$ cat src/rtl/noc_traffic_monitor.sv
// Delivery monitor for HNoC PE-side output ports: counts handshakes per PE and in total,
// flags misrouted packets, and times a run from start until EXPECTED_PKTS deliveries.
module noc_traffic_monitor #(
  parameter int NUM_PE        = 16,
  parameter int DATA_W        = 32,
  parameter int ADDR_W        = $clog2(NUM_PE),
  parameter int TOTAL_W       = DATA_W + ADDR_W,
  parameter int EXPECTED_PKTS = 1600,
  parameter int CNT_W         = 32
) (
  input  logic                      i_clk,
  input  logic                      i_reset,
  input  logic                      i_start,
  input  logic                      i_clear,
  input  logic [NUM_PE*TOTAL_W-1:0] i_pe_data,
  input  logic [NUM_PE-1:0]         i_pe_data_valid,
  input  logic [NUM_PE-1:0]         i_pe_data_ready,
  input  logic [ADDR_W-1:0]         i_sel,
  output logic                      o_busy,
  output logic                      o_done,
  output logic [CNT_W-1:0]          o_total_pkts,
  output logic [CNT_W-1:0]          o_elapsed_cycles,
  output logic [CNT_W-1:0]          o_misroute_cnt,
  output logic [CNT_W-1:0]          o_sel_count,
  output logic                      o_overflow
);

  localparam int INC_W = $clog2(NUM_PE + 1);
  // Wide enough to hold a saturated count plus one cycle's increment and EXPECTED_PKTS.
  localparam int SUM_W = (CNT_W >= 32) ? CNT_W + 2 : 34;
  localparam logic [SUM_W-1:0]  EXP_S   = SUM_W'(EXPECTED_PKTS);
  localparam logic [CNT_W-1:0]  CNT_MAX = '1;
  localparam logic [ADDR_W:0]   NUM_PE_L = (ADDR_W + 1)'(NUM_PE);

  typedef enum logic [1:0] {IDLE, RUN, DONE} state_t;

  state_t             state, state_nxt;
  logic [NUM_PE-1:0]  hs;
  logic [INC_W-1:0]   inc, mis_inc;
  logic [SUM_W-1:0]   sum;
  logic [CNT_W-1:0]   per_pe [NUM_PE];
  logic               unused_payload;

  function automatic logic [CNT_W-1:0] sat_add(input logic [CNT_W-1:0] a,
                                               input logic [INC_W-1:0] b);
    logic [CNT_W:0] s;
    s = {1'b0, a} + (CNT_W + 1)'(b);
    return s[CNT_W] ? CNT_MAX : s[CNT_W-1:0];
  endfunction

  // Payload bits are carried through the NoC but never inspected here.
  assign unused_payload = ^i_pe_data;

  always_comb begin
    hs      = i_pe_data_valid & i_pe_data_ready;
    inc     = '0;
    mis_inc = '0;
    for (int k = 0; k < NUM_PE; k++) begin
      if (hs[k]) begin
        inc = inc + INC_W'(1);
        if (i_pe_data[k*TOTAL_W+DATA_W +: ADDR_W] != ADDR_W'(k))
          mis_inc = mis_inc + INC_W'(1);
      end
    end
    sum = SUM_W'(o_total_pkts) + SUM_W'(inc);
  end

  always_comb begin
    state_nxt = state;
    case (state)
      IDLE:    if (i_start) state_nxt = RUN;
      RUN:     if (sum >= EXP_S) state_nxt = DONE;
      DONE:    state_nxt = DONE;
      default: state_nxt = IDLE;
    endcase
    if (i_clear) state_nxt = IDLE;
  end

  assign o_busy = (state == RUN);
  assign o_done = (state == DONE);

  always_ff @(posedge i_clk) begin
    if (i_reset || i_clear) begin
      state            <= i_reset ? IDLE : state_nxt;
      o_total_pkts     <= '0;
      o_elapsed_cycles <= '0;
      o_misroute_cnt   <= '0;
      o_sel_count      <= '0;
      o_overflow       <= 1'b0;
      for (int k = 0; k < NUM_PE; k++) per_pe[k] <= '0;
    end else begin
      state       <= state_nxt;
      o_sel_count <= ({1'b0, i_sel} < NUM_PE_L) ? per_pe[i_sel] : '0;
      if (state == RUN) begin
        o_total_pkts     <= sat_add(o_total_pkts, inc);
        o_elapsed_cycles <= sat_add(o_elapsed_cycles, INC_W'(1));
        o_misroute_cnt   <= sat_add(o_misroute_cnt, mis_inc);
        for (int k = 0; k < NUM_PE; k++) per_pe[k] <= sat_add(per_pe[k], INC_W'(hs[k]));
        if (sum > EXP_S) o_overflow <= 1'b1;
      end
      // Anything delivered after completion means the run overshot.
      if (state == DONE && (|hs)) o_overflow <= 1'b1;
    end
  end

endmodule

$ cat config.mk
export PLATFORM = sky130hd
export DESIGN_NAME = noc_traffic_monitor
export DESIGN_NICKNAME = d
export VERILOG_FILES = /design/src/rtl/noc_traffic_monitor.sv
export SDC_FILE = /design/constraint.sdc
export NUM_CORES = 2
export LEC_CHECK = 0
export CORE_AREA = 2 2 293 295
export DETAILED_ROUTE_END_ITERATION = 12
export DIE_AREA = 0 0 295 297
export HOLD_SLACK_MARGIN = 0.03
export PLACE_DENSITY_LB_ADDON = 0.2
export SETUP_SLACK_MARGIN = 0.02
export SKIP_CTS_REPAIR_TIMING = 1
export SYNTH_ARGS = -nofsm -noshare
export SYNTH_HDL_FRONTEND = slang
export SYNTH_SLANG_ARGS = --single-unit
$ cat constraint.sdc
create_clock -name i_clk -period 20.6 [get_ports i_clk]
set_input_delay 2.06 -clock i_clk [delete_from_list [all_inputs] [get_ports i_clk]]
set_output_delay 2.06 -clock i_clk [all_outputs]
set_load 0.005 [all_outputs]
==> results by group <==
Routing
  • Met2 Wirelength: about 50 mm
  • Via Count: between 30,000 and 40,000
  • DRT iter0 DRCs: approximately 2,500
  • WL met1: approximately 46 mm
  • Met3 routed WL: 6.55 mm
  • Drt wl/cell: 20.2 um
  • DR vias/cell: ~5.9
  • DR pass1 iterations: 5
  • Post-route ant nets: 0
  • Routed wire length: approximately 110 mm
  • Max layer used: met4
  • Residual DRC: 0

GRT
  • Total grt overflow: 0
  • Initial antenna violation count: 2
  • Vias in the first global route: between 30,000 and 40,000
  • Pin count of the biggest net entering global routing: between 90 and 100
  • First-pass GRT wire length: between 150 and 200 mm
  • GRT Total Usage: between 20% and 30%

STA
  • Final setup fails: 0
  • Fmax: 0.0682 GHz
  • Min cycle time layout: roughly 15 ns
  • Worst Max-Slew Pin Slew: between 1 and 1.5 ns
  • RSZ-0062 raised after global routing: false
  • Worst clock skew: about 0.025 ns
  • Setup TNS: 0 ns
  • Final hold violation count: 0
  • Final Cycle Share: 71.2%
  • Slew margin rel.: a little under a fifth
  • Slew Limit Fails: 0

Floorplanning
  • Starting Density: 48.1%
  • Row Count: 107
  • IO Pins: roughly 750
  • Core footprint: roughly 84,000 um2
  • Die height: between 200 and 300 um
  • Die X: between 200 and 300 um
  • Die area: 87,600 um2

Yosys
  • Yosys cell types: 90
  • Syn Area/Cell: between 10 and 15 um2
  • XOR/XNOR share of the synthesized area: between 10% and 20%
  • Synth Area in Compound Gates: between 10 and 15%
  • Adder-Cell Fraction of Synth Area: ~2.4%
  • Syn Nets: 4,606
  • Netlist Area Pre-Place: ~40,000 um2
  • Fraction of registers with async set/reset: 0%
  • Mapped Cells: about 4,000
  • Post-synthesis mux area share: 9.53%
  • Synth Area in Simple Gates: between 10% and 20%
  • Yosys reg bits: 643
  • Primary FF master, synth: edfxtp_1
  • Synth warnings: 0
  • Largest family of logic cells by synthesized area: simple AND/OR/NAND/NOR gates
  • Seq/Total Area, Yosys: 44.3%
  • Number of synthesized flops with an enable pin: 512

CTS
  • CTS clk-pin slew, worst paths: roughly 0.06 ns
  • Clk_lat worst skew: roughly 0.64 ns
  • CTS sink cnt: approximately 640
  • CTS tree: yes
  • Num CTS Buffers: 76
  • Clk buf depth: 3
  • Root Buffer: clkbuf_16
  • H-tree depth: 3

Pwr
  • Max rail drop VDD: approximately 0.061 mV
  • Pwr Density: 74.3 nW/um2
  • Leak pwr: roughly 16 nW

Setup path
  • CP Class: primary input to flip-flop
  • Data required, critical path: between 20 and 25 ns
  • Cell mode on critical path: ha_1
  • Critical Path Start Type: primary input
  • Crit path DAT: ~15 ns
  • Slowest CP cell: or4b_2
  • Worst setup EP type: flip-flop
  • CP max stage delay: ~0.67 ns
  • CP Max Fanout: 8

Finish
  • Layout fillers: ~7,400
  • Area Overhead vs Synth: 14.1%
  • Final Core Density: a little over half
  • Antenna diodes: 0
  • Final net count: ~4,800
  • Share of cells above drive strength 1: under 10%

Placed design
  • Detail Placement HPWL: about 75 mm
  • Buffers on Ports: 234
  • Global placement routability congestion: ~0.84

Worst hold path
  • Hold Crit Class: flip-flop to flip-flop

Job
  • Max cap viols: 0

Outcome
  • Outcome: finished, final reports clean
synthesized netlist by cell type (all sizes together) (7+ instances only):
cell type | n | area (um2)
mux2 | 8 | 90.1
a211oi | 13 | 97.6
o211ai | 16 | 120
nor3 | 88 | 440
and3 | 145 | 912
edfxtp | 512 | 15400
o211a | 18 | 180
xnor3 | 10 | 230
ha | 73 | 913
nand3 | 263 | 1320
inv | 104 | 390
nor2b | 17 | 106
xor2 | 290 | 2550
and2 | 62 | 390
nand2 | 297 | 1120
buf | 26 | 106
and4 | 26 | 228
a31oi | 45 | 282
a21o | 10 | 75.1
or2 | 15 | 93.8
or3 | 18 | 113
mux4 | 160 | 3600
xnor2 | 274 | 2520
o21ai | 70 | 350
dfxtp | 131 | 2620
clkbuf | 150 | 563
nand4 | 94 | 588
nand2b | 10 | 70.1
nor4 | 25 | 169
a21oi | 546 | 2730
mux2i | 18 | 180
a311oi | 16 | 140
nor3b | 18 | 140
a41oi | 7 | 61.3
nor2 | 253 | 950
critical path: cells and delay by family:
kind | cells | cell delay [ns]
AOI/OAI and AO/OA | 17 | 3.49
buffers and inverters | 5 | 0.72
and+or+nand+nor | 16 | 3.66
xor gates and xnor gates | 5 | 0.98
muxes | 3 | 0.74
adders and majority gates | 11 | 3.45
placed cells by master, fill, tap and decap left out, types with 61 or more instances in the layout:
cell type        instances
nor2_1                 252
and2_1                  61
xor2_1                 289
inv_1                   97
ha_1                    73
dfxtp_1                131
and3_1                 144
clkdlybuf4s50_1        231
nor3_1                  88
nand2_1                294
nand4_1                 94
o21ai_0                 66
a21oi_1                546
mux4_2                 160
edfxtp_1               512
clkbuf_16               77
xnor2_1                261
nand3_1                263
power by group:
part	internal, mW	switching, mW
Combinational	0.258	0.308
Sequential	1.47	0.0789
Clock	0.758	0.572
Total	2.49	0.958
kinds of logic after synthesis:
family                   after synthesis
AND/OR/NAND/NOR                     1359
XOR/XNOR                             575
multiplexers                         186
flip-flops                           643
buffers and inverters                282
adder cells (fa/ha/maj)               79
AO/OA/AOI/OAI                        791
registers in the layout, indices dropped and copies added (netlist names):
| name | count |
|---|---|
| o_total_pkts | 32 |
| o_elapsed_cycles | 32 |
| o_misroute_cnt | 32 |
| o_sel_count | 32 |
| o_overflow | 1 |
| per_pe | 512 |
| state | 2 |
final timing paths:
path,start,to,slack [ns],cells past startpoint
setup / recovery,i_pe_data[69],o_misroute_cnt[31]$_SDFFE_PP0P_,5.94,57
hold / removal,state[1]$_DFF_P_,state[0]$_DFF_P_,0.44,1
setup reg to reg,state[1]$_DFF_P_,per_pe[0][25]$_SDFFCE_PN0P_,16.26,6
hold reg to reg,state[1]$_DFF_P_,state[0]$_DFF_P_,0.44,1
through the flow:
stage	instance area, um2	total power, mW	hold slack [ns]	setup WS, ns	cells
finish	46400	3.44	0.442	5.94	5279
global route	46400	3.58	0.470	5.08	5279
CTS	46400	3.46	0.447	6.02	5279
detailed placement	44000	2.13	0.435	5.43	5141
global placement	44000	2.12	0.432	5.50	5141
floorplan	40600	2.01	0.407	6.04	3915
per-layer routing:
layer	track usage [%]	vias up
met1	33.6	15400
li1	-	14900
met2	38.1	873
met3	3.72	141
met4	7.51	0
met5	0	-
layout make-up:
class / instances / area (um2) / share of cell area (%)
clock inverter: 39 / 375 / 0.809
inverter: 106 / 398 / 0.858
timing repair buffer: 258 / 2520 / 5.44
sequential: 643 / 18000 / 38.8
tap: 1144 / 1430 / 3.09
multi-input combinational: 2990 / 21600 / 46.6
clock buffer: 99 / 2040 / 4.40
Note: power is estimated with default switching activity, not from simulation.
